[src/rtl/mem_access_stage_if.sv]
// Data-memory bus between the MEM stage and the external data memory.
// The stage is the master: it raises req and waits for ack.
// For reads, rdata is valid in the same cycle as ack.
interface mem_access_stage_if #(
    parameter int ADDR_W = 32,
    parameter int DATA_W = 32
);
    logic              req;
    logic              we;
    logic [ADDR_W-1:0] addr;
    logic [DATA_W-1:0] wdata;
    logic [3:0]        be;
    logic              ack;
    logic [DATA_W-1:0] rdata;

    modport master (
        output req, we, addr, wdata, be,
        input  ack, rdata
    );

    modport slave (
        input  req, we, addr, wdata, be,
        output ack, rdata
    );
endinterface

[src/rtl/mem_access_stage.sv]
// MEM stage of the 5-stage MIPS pipeline.
// Performs loads and stores over a req/ack data-memory bus.
// While an access is outstanding it stalls the upstream stages and sends a bubble to MEM/WB.
module mem_access_stage #(
    parameter int ADDR_W = 32,
    parameter int DATA_W = 32
) (
    input  logic              clk,
    input  logic              rst_n,
    input  logic              i_ex_mem_mem_read,
    input  logic              i_ex_mem_mem_write,
    input  logic [1:0]        i_ex_mem_size,
    input  logic              i_ex_mem_unsigned,
    input  logic [ADDR_W-1:0] i_ex_mem_alu_res,
    input  logic [DATA_W-1:0] i_ex_mem_write_data,
    input  logic [1:0]        i_ex_mem_wb,
    input  logic [4:0]        i_ex_mem_reg_dest,
    mem_access_stage_if.master dmem,
    output logic              o_mem_stall,
    output logic [1:0]        o_mem_wb_out,
    output logic [DATA_W-1:0] o_mem_read_data,
    output logic [ADDR_W-1:0] o_mem_alu_res,
    output logic [4:0]        o_mem_reg_dest,
    output logic              o_mem_misalign
);

    typedef enum logic [1:0] {IDLE, BUSY, DONE} state_t;

    state_t            r_state;
    state_t            w_next_state;
    logic [DATA_W-1:0] r_read_data;
    logic              w_access;
    logic              w_aligned;
    logic [DATA_W-1:0] w_wdata;
    logic [3:0]        w_store_be;
    logic [7:0]        w_byte;
    logic [15:0]       w_half;
    logic [DATA_W-1:0] w_load_fmt;

    assign w_access = i_ex_mem_mem_read | i_ex_mem_mem_write;

    // Alignment check: a byte is always aligned; a half needs an even address; a word (or size 11) needs a multiple of 4.
    always_comb begin
        w_aligned = 1'b1;
        case (i_ex_mem_size)
            2'b00:   w_aligned = 1'b1;
            2'b01:   w_aligned = ~i_ex_mem_alu_res[0];
            default: w_aligned = (i_ex_mem_alu_res[1:0] == 2'b00);
        endcase
    end

    // Store steering: replicate the store data across the lanes, and set the byte enables for the addressed lanes.
    always_comb begin
        w_wdata    = i_ex_mem_write_data;
        w_store_be = 4'b1111;
        case (i_ex_mem_size)
            2'b00: begin
                w_wdata    = {4{i_ex_mem_write_data[7:0]}};
                w_store_be = 4'b0001 << i_ex_mem_alu_res[1:0];
            end
            2'b01: begin
                w_wdata    = {2{i_ex_mem_write_data[15:0]}};
                w_store_be = i_ex_mem_alu_res[1] ? 4'b1100 : 4'b0011;
            end
            default: begin
                w_wdata    = i_ex_mem_write_data;
                w_store_be = 4'b1111;
            end
        endcase
    end

    // Load extraction: pick the addressed lane, then sign-extend or zero-extend it to the full width.
    always_comb begin
        w_byte     = dmem.rdata[7:0];
        w_half     = i_ex_mem_alu_res[1] ? dmem.rdata[31:16] : dmem.rdata[15:0];
        w_load_fmt = dmem.rdata;
        case (i_ex_mem_alu_res[1:0])
            2'b00:   w_byte = dmem.rdata[7:0];
            2'b01:   w_byte = dmem.rdata[15:8];
            2'b10:   w_byte = dmem.rdata[23:16];
            default: w_byte = dmem.rdata[31:24];
        endcase
        case (i_ex_mem_size)
            2'b00:   w_load_fmt = i_ex_mem_unsigned ? {24'd0, w_byte}
                                                    : {{24{w_byte[7]}}, w_byte};
            2'b01:   w_load_fmt = i_ex_mem_unsigned ? {16'd0, w_half}
                                                    : {{16{w_half[15]}}, w_half};
            default: w_load_fmt = dmem.rdata;
        endcase
    end

    // FSM next state and stage outputs.
    // During reset, stall and misalign are forced low, even though the inputs keep changing.
    always_comb begin
        w_next_state   = r_state;
        o_mem_stall    = 1'b0;
        o_mem_misalign = 1'b0;
        o_mem_wb_out   = i_ex_mem_wb;
        case (r_state)
            IDLE: begin
                if (w_access && w_aligned) begin
                    o_mem_stall  = 1'b1;
                    o_mem_wb_out = 2'b00;
                    w_next_state = BUSY;
                end else if (w_access) begin
                    o_mem_misalign = 1'b1;
                    o_mem_wb_out   = 2'b00;
                end
            end
            BUSY: begin
                o_mem_stall  = 1'b1;
                o_mem_wb_out = 2'b00;
                if (dmem.ack) begin
                    w_next_state = DONE;
                end
            end
            DONE: begin
                w_next_state = IDLE;
            end
            default: begin
                w_next_state = IDLE;
            end
        endcase
        if (!rst_n) begin
            o_mem_stall    = 1'b0;
            o_mem_misalign = 1'b0;
        end
    end

    // State register, plus capture of the formatted load data when a read is acknowledged.
    always_ff @(posedge clk or negedge rst_n) begin
        if (!rst_n) begin
            r_state     <= IDLE;
            r_read_data <= '0;
        end else begin
            r_state <= w_next_state;
            if (r_state == BUSY && dmem.ack && !i_ex_mem_mem_write) begin
                r_read_data <= w_load_fmt;
            end
        end
    end

    assign dmem.req        = (r_state == BUSY);
    assign dmem.we         = (r_state == BUSY) & i_ex_mem_mem_write;
    assign dmem.addr       = {i_ex_mem_alu_res[ADDR_W-1:2], 2'b00};
    assign dmem.wdata      = w_wdata;
    assign dmem.be         = dmem.we ? w_store_be : 4'b1111;
    assign o_mem_read_data = r_read_data;
    assign o_mem_alu_res   = i_ex_mem_alu_res;
    assign o_mem_reg_dest  = i_ex_mem_reg_dest;

endmodule
[src/flat_wrapper.sv]
// flat-port wrapper written by rule: the top's interface ports become plain ports
module mem_access_stage_flat 
#(
    parameter int ADDR_W = 32,
    parameter int DATA_W = 32
)
  (clk, rst_n, i_ex_mem_mem_read, i_ex_mem_mem_write, i_ex_mem_size, i_ex_mem_unsigned, i_ex_mem_alu_res, i_ex_mem_write_data, i_ex_mem_wb, i_ex_mem_reg_dest, o_mem_stall, o_mem_wb_out, o_mem_read_data, o_mem_alu_res, o_mem_reg_dest, o_mem_misalign, dmem_req, dmem_we, dmem_addr, dmem_wdata, dmem_be, dmem_ack, dmem_rdata);
  mem_access_stage_if #(.ADDR_W(ADDR_W), .DATA_W(DATA_W)) dmem_i ();
  input  logic clk;
  input  logic rst_n;
  input  logic i_ex_mem_mem_read;
  input  logic i_ex_mem_mem_write;
  input  logic [1:0] i_ex_mem_size;
  input  logic i_ex_mem_unsigned;
  input  logic [ADDR_W-1:0] i_ex_mem_alu_res;
  input  logic [DATA_W-1:0] i_ex_mem_write_data;
  input  logic [1:0] i_ex_mem_wb;
  input  logic [4:0] i_ex_mem_reg_dest;
  output logic o_mem_stall;
  output logic [1:0] o_mem_wb_out;
  output logic [DATA_W-1:0] o_mem_read_data;
  output logic [ADDR_W-1:0] o_mem_alu_res;
  output logic [4:0] o_mem_reg_dest;
  output logic o_mem_misalign;
  output wire logic [$bits(dmem_i.req)-1:0] dmem_req;
  output wire logic [$bits(dmem_i.we)-1:0] dmem_we;
  output wire logic [$bits(dmem_i.addr)-1:0] dmem_addr;
  output wire logic [$bits(dmem_i.wdata)-1:0] dmem_wdata;
  output wire logic [$bits(dmem_i.be)-1:0] dmem_be;
  input wire logic [$bits(dmem_i.ack)-1:0] dmem_ack;
  input wire logic [$bits(dmem_i.rdata)-1:0] dmem_rdata;
  assign dmem_req = dmem_i.req;
  assign dmem_we = dmem_i.we;
  assign dmem_addr = dmem_i.addr;
  assign dmem_wdata = dmem_i.wdata;
  assign dmem_be = dmem_i.be;
  assign dmem_i.ack = dmem_ack;
  assign dmem_i.rdata = dmem_rdata;
  mem_access_stage #(.ADDR_W(ADDR_W), .DATA_W(DATA_W)) u_core (.clk(clk), .rst_n(rst_n), .i_ex_mem_mem_read(i_ex_mem_mem_read), .i_ex_mem_mem_write(i_ex_mem_mem_write), .i_ex_mem_size(i_ex_mem_size), .i_ex_mem_unsigned(i_ex_mem_unsigned), .i_ex_mem_alu_res(i_ex_mem_alu_res), .i_ex_mem_write_data(i_ex_mem_write_data), .i_ex_mem_wb(i_ex_mem_wb), .i_ex_mem_reg_dest(i_ex_mem_reg_dest), .dmem(dmem_i), .o_mem_stall(o_mem_stall), .o_mem_wb_out(o_mem_wb_out), .o_mem_read_data(o_mem_read_data), .o_mem_alu_res(o_mem_alu_res), .o_mem_reg_dest(o_mem_reg_dest), .o_mem_misalign(o_mem_misalign));
endmodule
[config.mk]
export PLATFORM = sky130hd
export DESIGN_NAME = mem_access_stage_flat
export DESIGN_NICKNAME = d
export VERILOG_FILES = /design/src/rtl/mem_access_stage_if.sv /design/src/rtl/mem_access_stage.sv /design/src/flat_wrapper.sv
export SDC_FILE = /design/constraint.sdc
export NUM_CORES = 1
export LEC_CHECK = 0
export BUFFER_PORTS_ARGS = -buffer_cell sky130_fd_sc_hd__buf_4
export CAP_MARGIN = 20
export CORE_ASPECT_RATIO = 0.75
export CORE_UTILIZATION = 33
export CTS_CLUSTER_SIZE = 16
export DETAILED_ROUTE_END_ITERATION = 7
export HOLD_SLACK_MARGIN = 0.15
export PLACE_DENSITY_LB_ADDON = 0.05
export SLEW_MARGIN = 40
export SYNTH_ARGS = -nofsm -noshare
export SYNTH_HDL_FRONTEND = slang
export SYNTH_SLANG_ARGS = --single-unit
export TNS_END_PERCENT = 100
[constraint.sdc]
create_clock -name clk -period 2.95 [get_ports clk]
set_input_delay 0.4425 -clock clk [delete_from_list [all_inputs] [get_ports clk]]
set_output_delay 0.4425 -clock clk [all_outputs]
set_load 0.1 [all_outputs]
==> results of run 1 <==
-- path summary, 6_finish.rpt --
path                       slack, ns  cells after the start                                     end                                    from
setup / recovery                0.58                      4                          o_mem_misalign                                   rst_n
setup reg to reg                1.23                      4   u_core.o_mem_read_data[9]$_DFFE_PN0P_           u_core.r_state[1]$_DFFE_PN0P_
hold / removal                  0.40                      2   u_core.o_mem_read_data[5]$_DFFE_PN0P_                           dmem_rdata[5]
hold reg to reg                 0.50                      2  u_core.o_mem_read_data[28]$_DFFE_PN0P_  u_core.o_mem_read_data[28]$_DFFE_PN0P_
max in group asynchronous       1.94                      2   u_core.o_mem_read_data[8]$_DFFE_PN0P_                                   rst_n
min in group asynchronous       0.67                      2           u_core.r_state[0]$_DFFE_PN0P_                                   rst_n
-- critical path: cells and delay by family --
kind                   cells  cell delay [ns]
buffers and inverters      3             1.21
AND/OR/NAND/NOR            1             0.27
-- stage by stage --
stage | TNS [ns] | utilization, % | cell area [µm²] | hold WS [ns] | power, mW
final | 0 | 42.95 | 3662 | 0.3957 | 4.360
after detailed placement | 0 | 41.10 | 3505 | 0.4401 | 3.838
after CTS | 0 | 42.95 | 3662 | 0.3925 | 4.384
after floorplan | -0.1426 | - | 2944 | 0.1469 | 3.610
after global placement | 0 | 41.10 | 3505 | 0.4412 | 3.838
after global routing | 0 | 42.95 | 3662 | 0.3998 | 4.535
-- state kept, by name (all words and copies together), names as in the netlist --
signal and cells:
u_core.o_mem_read_data 32, u_core.r_state 2
-- cell usage in the layout (no fill, tap or decap), types with 2 or more instances in the layout --
cell type  count
o21ai_2        3
buf_4        153
nand3b_1       8
clkbuf_16      5
nand2_1       25
a31oi_1        7
a21oi_1       14
nand2b_1       3
nor2b_4        2
dfrtp_1       34
nand3_1       53
nor2_2         2
inv_1          2
o21ai_0        8
nor2b_1        4
nor2_1        10
a22oi_1        7
o21ai_1        9
a221o_1        7
mux2_2        16
mux2i_1       11
conb_1         2
nor3_1         2
-- area by class of cell --
cell class	count	area, µm²	share of cell area [%]
tap	108	135.1	3.690
inverter	2	7.507	0.2050
clock inverter	1	5.005	0.1367
multi-input combinational	211	1363	37.21
timing repair buffer	154	1159	31.64
clock buffer	7	142.6	3.895
sequential	34	850.8	23.23
-- power by group --
part | internal [mW] | switching [mW]
combinational | 0.596 | 2.40
sequential | 0.693 | 0.137
clock | 0.335 | 0.196
total | 1.62 | 2.74
-- Yosys cell counts, drive strengths merged --
library cell | instances | area, µm²
o21ai | 20 | 100.1
and4bb | 1 | 12.51
a21oi | 15 | 78.83
or2 | 1 | 6.260
nor2b | 6 | 52.55
nand3b | 9 | 80.08
nor2 | 12 | 50.05
inv | 2 | 7.510
a21o | 1 | 7.510
nand2 | 25 | 93.84
a22oi | 8 | 65.06
o221ai | 1 | 8.760
clkbuf | 4 | 15.01
conb | 1 | 3.750
nand2b | 4 | 27.53
or3 | 2 | 13.77
o22ai | 1 | 6.260
nand4 | 1 | 12.51
mux2i | 11 | 110.1
nand3 | 53 | 265.3
o211ai | 1 | 7.510
a221o | 7 | 70.07
buf | 96 | 708.2
and2 | 2 | 12.51
and4b | 1 | 10.01
o21a | 1 | 7.510
dfrtp | 34 | 850.8
a31oi | 7 | 43.79
nor3 | 3 | 20.02
mux2 | 16 | 180.2
-- kinds of logic (layout without fill, tap and decap cells) --
kind of cell           after synthesis  after routing  share of synthesized area [%]
flip-flops                          34             34                          29.06
other                                1              2                         0.1281
multiplexers                        27             27                          9.915
buffers and inverters              102            164                          24.96
AO/OA/AOI/OAI                       62             62                          13.50
AND/OR/NAND/NOR                    120            120                          22.44
-- routing by layer --
| metal | global-route usage [%] | vias to the layer above | wire length (µm) |
|---|---|---|---|
| li1 | - | 1270 | - |
| met1 | 28.33 | 1175 | 4099 |
| met2 | 27.39 | 116 | 3896 |
| met3 | 5.374 | 22 | 693 |
| met4 | 3.636 | 0 | 119 |
| met5 | 0 | - | 0 |
==> impl_metrics.csv, run 1 <==
group,metric,value,unit
route,drt_wl_cell,17.04,µm
route,detailedRoute.firstIterationViolations,142,
grt,antenna_found_initial,0,
logic_synthesis,synth_cell_types,41,
worst_setup_path,timing.critical_path.to_type,"output pin",
clock_network,cts.sinks,34,
route,viasPerCell,4.996,
hold_path,hold_class,"in -> reg",
clock_network,postCtsHoldBufs,1,
sta,max_clock_freq,0.4215,GHz
floorplanning,effective_utilization_at_floorplan,34.34,%
floorplanning,core_region_area,8527,µm²
logic_synthesis,synth_warn,0,
route,postRouteWirelength,8808,µm
worst_setup_path,worst-path-max-fanout,36,
place,placement_stage_worst_setup_slack,0.6823,ns
cells_and_area,area_growth_syn_to_layout,25.09,%
sta,skew_final,0.005327,ns
clock_network,tritoncts.num_buffers,5,
floorplanning,floorplan.io_pins,254,
route,ant_nets,0,
worst_setup_path,critical_path.cell_chain,"dlygate4sd3_1 -> buf_4 -> and4b_1 -> buf_4",
clock_network,clk_path_buf_depth,2,
route,via_count_of_the_routed_design,2583,
sta,timing_worst_slew_pin_value,0.5764,ns
sta,post-route-worst-setup-slack,0.5778,ns
grt,grt_max_degree,38,
logic_synthesis,yosys_register_bits,34,
sta,finalCritPeriodShare,80.41,%
sta,setup_violations,0,
sta,final-hold-violation-count,0,
worst_setup_path,critPathSlowestCell,"dlygate4sd3_1",
grt,global_route.usage.total,19.10,%
place,numPlacedInstances,508,
route,detail_route.first_pass.iterations,4,
grt,grt_first_pass_wirelength,14080,µm
cells_and_area,fill_cells,848,
clock_network,tritoncts,"done",
floorplanning,width_of_the_die,110.8,µm
sta,post-route-min-period,2.372,ns
logic_synthesis,syn-mean-instance-area,8.462,µm²
cells_and_area,layoutNonFillerInstCount,517,
place,dpl.hpwl,6550,µm
power_and_ir_drop,vdd_ir_drop_max,0.8038,mV
place,place_congestion,0.8225,
clock_network,clkTransAtPathRegs,0.06,ns
worst_setup_path,timing.critical_path.from_type,"primary input",
floorplanning,die_area,9257,µm²
place,io_buffer_count,151,
logic_synthesis,ys_seq_area_share,29.06,%
logic_synthesis,syn_area,2928,µm²
worst_setup_path,critical_path.max_stage_delay,0.52,ns
worst_setup_path,worst-setup-path-type,"in -> out",
worst_setup_path,cp.required,2.51,ns
clock_network,cts_setup_buffers,0,
clock_network,clock_insertion_delay_worst_skew,0.27,ns
power_and_ir_drop,powerDensity,1190,nW/µm²
logic_synthesis,synthesis.instances,346,
floorplanning,die-height,83.57,µm
sta,rsz_0062_raised_after_global_routing,"no",
floorplanning,rows,29,
worst_setup_path,critical-path-top-cell-by-count,"buf_4",
cells_and_area,layout-drive-gt1-share,46.94,%
grt,grt_overflow,0,
worst_setup_path,worst-endpoint-arrival,1.93,ns
run,drv_cap,0,
grt,grt_pass1_vias,2516,
cells_and_area,antenna_cells,0,
sta,max-slew-margin-rel,61.53,%
clock_network,htree_levels,2,
clock_network,cts.repair.resized,0,
cells_and_area,nNetsFinal,519,
status,run_status,"complete, no violations",
power_and_ir_drop,static-leakage-power,1.766,nW
clock_network,ctsRootBufferMaster,"clkbuf_16",
sta,maxSlewViolCount,0,
route,number_of_drc_violations_after_detailed_routing,0,
Note: power is estimated with default switching activity, not from simulation.
==> run 2: changes to the inputs <==
clock period = 2.1 ns   (was 2.95 ns; I/O delays follow)
==> run 2 against run 1 <==
Against the previous run: count of clock-buffer cells in the layout down 2; sequential power rose by 41%; clock power rose by 84%; first-iteration DRC count rose by 29%; clock skew down 0.0016 ns; final cell count is 1.4% higher; final area up 5.0%.
==> impl_metrics.csv, run 2 (synthesized netlist as in run 1, its figures left out) <==
group,metric,value,unit
worst_setup_path,worst-endpoint-arrival,1.70,ns
cells_and_area,area_growth_syn_to_layout,31.32,%
route,ant_nets,0,
grt,grt_overflow,0,
sta,post-route-min-period,2.012,ns
route,detail_route.first_pass.iterations,7,
floorplanning,die_area,9257,µm²
sta,timing_worst_slew_pin_value,0.5591,ns
clock_network,cts.repair.resized,0,
clock_network,clock_insertion_delay_worst_skew,0.28,ns
power_and_ir_drop,combinationalPowerShare,66.4,%
worst_setup_path,critical_path.cell_chain,"nor2b_4 -> and2_4 -> nor2b_4 -> o21ai_4 -> buf_4",
sta,finalCritPeriodShare,95.81,%
cells_and_area,fill_cells,851,
route,detailedRoute.firstIterationViolations,183,
grt,grt_pass1_vias,2539,
floorplanning,die-height,83.57,µm
route,via_count_of_the_routed_design,2652,
sta,setup_violations,0,
run,drv_cap,0,
cells_and_area,nNetsFinal,526,
route,drt_wl_cell,17.50,µm
cells_and_area,layoutNonFillerInstCount,524,
power_and_ir_drop,power.total,6.392,mW
cells_and_area,antenna_cells,0,
worst_setup_path,critical-path-top-cell-by-count,"nor2b_4",
clock_network,cts.sinks,34,
place,dpl.hpwl,7132,µm
clock_network,ctsRootBufferMaster,"clkbuf_16",
place,numPlacedInstances,514,
worst_setup_path,critPathSlowestCell,"dfrtp_1",
clock_network,htree_levels,2,
floorplanning,rows,29,
grt,global_route.usage.total,19.61,%
cells_and_area,mostFrequentLayoutCells,"buf_4 (159), nand3_1 (53), dfrtp_1 (34), nand2_1 (25), mux2_2 (16)",
power_and_ir_drop,vdd_ir_drop_max,1.269,mV
worst_setup_path,timing.critical_path.to_type,"output pin",
sta,max-slew-margin-rel,62.69,%
cells_and_area,number_of_flip_flops_under_the_largest_register_name,32,
worst_setup_path,timing.critical_path.buf_inv,1,
power_and_ir_drop,p_switching,3.872,mW
power_and_ir_drop,static-leakage-power,1.842,nW
power_and_ir_drop,sw_frac_of_total,60.58,%
sta,max_clock_freq,0.4970,GHz
floorplanning,effective_utilization_at_floorplan,34.34,%
clock_network,clkTransAtPathRegs,0.06,ns
floorplanning,floorplan.io_pins,254,
grt,grt_max_degree,35,
power_and_ir_drop,cell_internal_pwr,2.520,mW
route,postRouteWirelength,9170,µm
worst_setup_path,cp_top_family,"simple AND/OR/NAND/NOR gates",
floorplanning,width_of_the_die,110.8,µm
sta,final-hold-violation-count,0,
worst_setup_path,worst-path-max-fanout,6,
route,number_of_drc_violations_after_detailed_routing,0,
worst_setup_path,critical_path.max_stage_delay,0.42,ns
floorplanning,core_region_area,8527,µm²
power_and_ir_drop,powerDensity,1662,nW/µm²
worst_setup_path,timing.critical_path.from_type,"register",
hold_path,hold_class,"in -> reg",
cells_and_area,mostFrequentLayoutCell,"buf_4",
sta,skew_final,0.003747,ns
clock_network,tritoncts.num_buffers,5,
worst_setup_path,worst-setup-path-type,"reg -> out",
sta,rsz_0062_raised_after_global_routing,"no",
cells_and_area,layout-drive-gt1-share,50.72,%
sta,maxSlewViolCount,0,
power_and_ir_drop,p_clk_share,15.3,%
power_and_ir_drop,sequential_cell_fraction_of_total_power,18.3,%
grt,grt_first_pass_wirelength,14390,µm
clock_network,tritoncts,"done",
clock_network,clk_path_buf_depth,2,
place,placement_stage_worst_setup_slack,0.3237,ns
route,viasPerCell,5.061,
place,io_buffer_count,151,
grt,antenna_found_initial,0,
sta,post-route-worst-setup-slack,0.08805,ns
place,place_congestion,0.7753,
status,run_status,"complete, no violations",
worst_setup_path,cp.required,1.78,ns
-- run 2: worst reg2reg max path, delay by kind of cell, from the launching register on --
| family | cells | cell delay [ns] |
|---|---|---|
| AO/OA/AOI/OAI | 2 | 0.54 |
| AND/OR/NAND/NOR | 2 | 0.49 |
| flip-flops | 1 | 0.42 |
| buffers and inverters | 1 | 0.14 |
-- run 2: final cells by class --
class                   instances  area, µm²  share of cell area [%]
clock buffers                   5      125.1                   3.254
clock inverters                 3      68.82                   1.790
inverters                       2      7.507                  0.1952
multi-input cells             211       1434                   37.29
flip-flops and latches         34      850.8                   22.13
well taps                     108      135.1                   3.514
repair buffers                161       1224                   31.83
-- run 2: stage by stage --
step	setup TNS (ns)	instance area (µm²)	util (%)	hold WS, ns
finish	0	3845	45.09	0.2615
global route	0	3845	45.09	0.2592
CTS	0	3837	45.00	0.2577
detailed placement	0	3633	42.61	0.4061
global placement	0	3633	42.61	0.4111
floorplan	-1.754	3015	-	0.01941
-- run 2: worst paths after layout --
kind	slack [ns]	endpoint	from	depth (start not counted)
worst min register to register	0.49	u_core.o_mem_read_data[24]$_DFFE_PN0P_	u_core.o_mem_read_data[24]$_DFFE_PN0P_	2
worst max register to register	0.37	u_core.o_mem_read_data[8]$_DFFE_PN0P_	u_core.r_state[0]$_DFFE_PN0P_	5
max in group asynchronous	1.14	u_core.o_mem_read_data[31]$_DFFE_PN0P_	rst_n	3
worst max-delay path	0.09	dmem_be[0]	u_core.r_state[0]$_DFFE_PN0P_	5
worst min-delay path	0.26	u_core.o_mem_read_data[1]$_DFFE_PN0P_	dmem_rdata[1]	2
min in group asynchronous	0.63	u_core.o_mem_read_data[1]$_DFFE_PN0P_	rst_n	3
-- run 2: routing by layer --
layer,vias to the layer above,routed length (µm),GRT usage (%)
li1,1276,-,-
met3,20,616,4.357
met4,0,107,5.697
met5,-,0,0
met2,110,4290,30.66
met1,1246,4156,27.04
-- run 2: power by group through the flow --
stage / combinational [mW] / clock (mW) / sequential, mW
2_1_floorplan: 1.68 / 0 / 3.41
3_3_place_gp: 4.25 / 0 / 1.18
3_5_place_dp: 4.26 / 0 / 1.18
4_1_cts: 4.26 / 0.993 / 1.18
5_1_grt: 4.37 / 1.02 / 1.21
6_report: 4.25 / 0.975 / 1.17
-- run 2: what timing repair did --
item                                   CTS  global route
buffers inserted                         0             1
setup endpoints to repair                0             4
hold buffers                             1             0
endpoints found under the hold margin   34             0
==> run 3: changes to the inputs <==
HOLD_SLACK_MARGIN = 0.03   (was 0.15)
PLACE_DENSITY = 0.76   (was unset)
PLACE_DENSITY_LB_ADDON = unset   (was 0.05)
TNS_END_PERCENT = 20   (was 100)
==> run 3 against run 2 <==
Against the previous run: wire length down 0.45%; die area unchanged; via count up 2.9%; clock power shrank 31%; sequential share of layout area is 0.74 points higher; global-route usage fell by 0.21 points; combinational power hardly changed; first-iteration DRC count up 6.6%; clock skew barely moved; register-to-register slack gained 0.06 ns; critical endpoint is now dmem_be[3]; largest cell class unchanged.
==> impl_metrics.csv, run 3 (synthesized netlist as in run 1, its figures left out) <==
group,metric,value,unit
floorplanning,floorplan.io_pins,254,
worst_setup_path,timing.critical_path.buf_inv,1,
power_and_ir_drop,powerDensity,1640,nW/µm²
floorplanning,core_region_area,8527,µm²
sta,max_clock_freq,0.4948,GHz
worst_setup_path,critical_path.max_stage_delay,0.45,ns
route,number_of_drc_violations_after_detailed_routing,0,
clock_network,tritoncts,"done",
route,ant_nets,0,
cells_and_area,mostFrequentLayoutCells,"buf_4 (158), nand3_1 (53), dfrtp_1 (34), nand2_1 (25), mux2_2 (16)",
cells_and_area,finalCoreUtilization,43.64,%
cells_and_area,area_growth_syn_to_layout,27.09,%
worst_setup_path,critPathLaunch,"u_core.r_state[1]$_DFFE_PN0P_",
status,run_status,"complete, no violations",
clock_network,clk_path_buf_depth,2,
worst_setup_path,critical-path-top-cell-by-count,"nor2b_4",
clock_network,clkTransAtPathRegs,0.05,ns
route,detail_route.first_pass.iterations,5,
grt,global_route.usage.total,19.40,%
clock_network,postCtsHoldBufs,0,
worst_setup_path,critical_path.cell_chain,"nor2b_4 -> and2_4 -> nor2b_4 -> o21ai_4 -> buf_4",
sta,timing.setup.tns,0,ns
cells_and_area,antenna_cells,0,
run,drv_cap,0,
clock_network,htree_levels,2,
sta,max-slew-margin-rel,61.90,%
cells_and_area,layout-drive-gt1-share,48.06,%
worst_setup_path,worst-path-max-fanout,6,
worst_setup_path,worstSetupEndpoint,"dmem_be[3]",
route,via_count_of_the_routed_design,2728,
route,drt_wl_cell,17.56,µm
place,dpl.hpwl,7146,µm
cells_and_area,nNetsFinal,523,
floorplanning,rows,29,
cells_and_area,mostFrequentLayoutCell,"buf_4",
grt,grt_overflow,0,
worst_setup_path,critPathSlowestCell,"dfrtp_1",
worst_setup_path,crit-reg2reg-launch,"u_core.r_state[1]$_DFFE_PN0P_",
sta,post-route-min-period,2.021,ns
sta,rsz_0062_raised_after_global_routing,"no",
clock_network,ctsRootBufferMaster,"clkbuf_16",
power_and_ir_drop,static-leakage-power,1.784,nW
clock_network,cts.sinks,34,
place,io_buffer_count,151,
clock_network,cts_setup_buffers,0,
worst_setup_path,cp.required,1.78,ns
worst_setup_path,worst-endpoint-arrival,1.71,ns
sta,fin_worst_hold_slack,0.09633,ns
cells_and_area,final_area,3721,µm²
worst_setup_path,cp_top_family,"simple AND/OR/NAND/NOR gates",
worst_setup_path,worst-setup-path-type,"reg -> out",
place,place_congestion,0.8190,
cells_and_area,layoutNonFillerInstCount,520,
route,detailedRoute.firstIterationViolations,195,
worst_setup_path,crit-reg2reg-capture,"u_core.o_mem_read_data[26]$_DFFE_PN0P_",
sta,maxSlewViolCount,0,
power_and_ir_drop,vdd_ir_drop_max,1.627,mV
sta,finalCritPeriodShare,96.23,%
cells_and_area,fill_cells,836,
grt,antenna_found_initial,0,
clock_network,cts.repair.resized,0,
worst_setup_path,timing.critical_path.from_type,"register",
sta,final-hold-violation-count,0,
grt,grt_first_pass_wirelength,14520,µm
floorplanning,effective_utilization_at_floorplan,34.34,%
place,numPlacedInstances,513,
floorplanning,die-height,83.57,µm
route,viasPerCell,5.246,
worst_setup_path,critical_path_depth,5,
sta,post-route-worst-setup-slack,0.07914,ns
sta,skew_final,0.003541,ns
floorplanning,width_of_the_die,110.8,µm
grt,grt_pass1_vias,2692,
place,placement_stage_worst_setup_slack,0.2370,ns
clock_network,tritoncts.num_buffers,5,
grt,grt_max_degree,40,
hold_path,hold_class,"in -> async",
sta,timing_worst_slew_pin_value,0.5709,ns
worst_setup_path,setup.reg_to_reg.worst_slack,0.43,ns
cells_and_area,number_of_flip_flops_under_the_largest_register_name,32,
place,placedInstanceArea,3588,µm²
route,postRouteWirelength,9129,µm
sta,setup_violations,0,
clock_network,clock_insertion_delay_worst_skew,0.27,ns
worst_setup_path,timing.critical_path.to_type,"output pin",
power_and_ir_drop,power.total,6.104,mW
floorplanning,die_area,9257,µm²
worst_setup_path,r2r_cells,3,
==> run 3: changes by cell type in the layout (fill, tap and decap cells not counted), sizes merged <==
cell / change
bufinv: -2
clkinv: -1
buf: -2
clkbuf: +2
dlygate4sd3: -1
==> run 3: worst register-to-register path, stage by stage (launching register included) <==
cell	delay [ns]
dfrtp_1	0.45
and4bb_1	0.49
nand4_2	0.44
nand3_1	0.21
==> run 3: area by class of cell <==
cell class | instances | area, µm² | share of cell area [%]
Clock buffer | 7 | 132.6 | 3.564
Inverter | 2 | 7.507 | 0.2017
Multi-Input combinational cell | 211 | 1409 | 37.86
Sequential cell | 34 | 850.8 | 22.86
Tap cell | 108 | 135.1 | 3.631
Timing Repair Buffer | 158 | 1186 | 31.88
==> run 3: layer usage <==
layer  share of wire [%]  global-route usage [%]
met2                  45                   29.59
met3                  10                   6.681
met5                   0                       0
met4                 3.3                   7.636
met1                  42                   25.14
==> run 3: where the power goes <==
part           switching, mW  internal [mW]  leakage (nW)  total (mW)
sequential             0.202          0.975         0.421        1.18
clock                  0.244          0.433        0.0640       0.677
combinational           3.40          0.851          1.30        4.25
total                   3.85           2.26          1.78        6.10
==> run 3: how the worst min path moves through the flow <==
stage / end / depth (start not counted)
2_1_floorplan: u_core.o_mem_read_data[0]$_DFFE_PN0P_ / 0
3_3_place_gp: u_core.o_mem_read_data[2]$_DFFE_PN0P_ / 2
3_5_place_dp: u_core.o_mem_read_data[1]$_DFFE_PN0P_ / 2
4_1_cts: u_core.o_mem_read_data[6]$_DFFE_PN0P_ / 2
5_1_grt: u_core.o_mem_read_data[6]$_DFFE_PN0P_ / 2
6_report: u_core.o_mem_read_data[1]$_DFFE_PN0P_ / 2
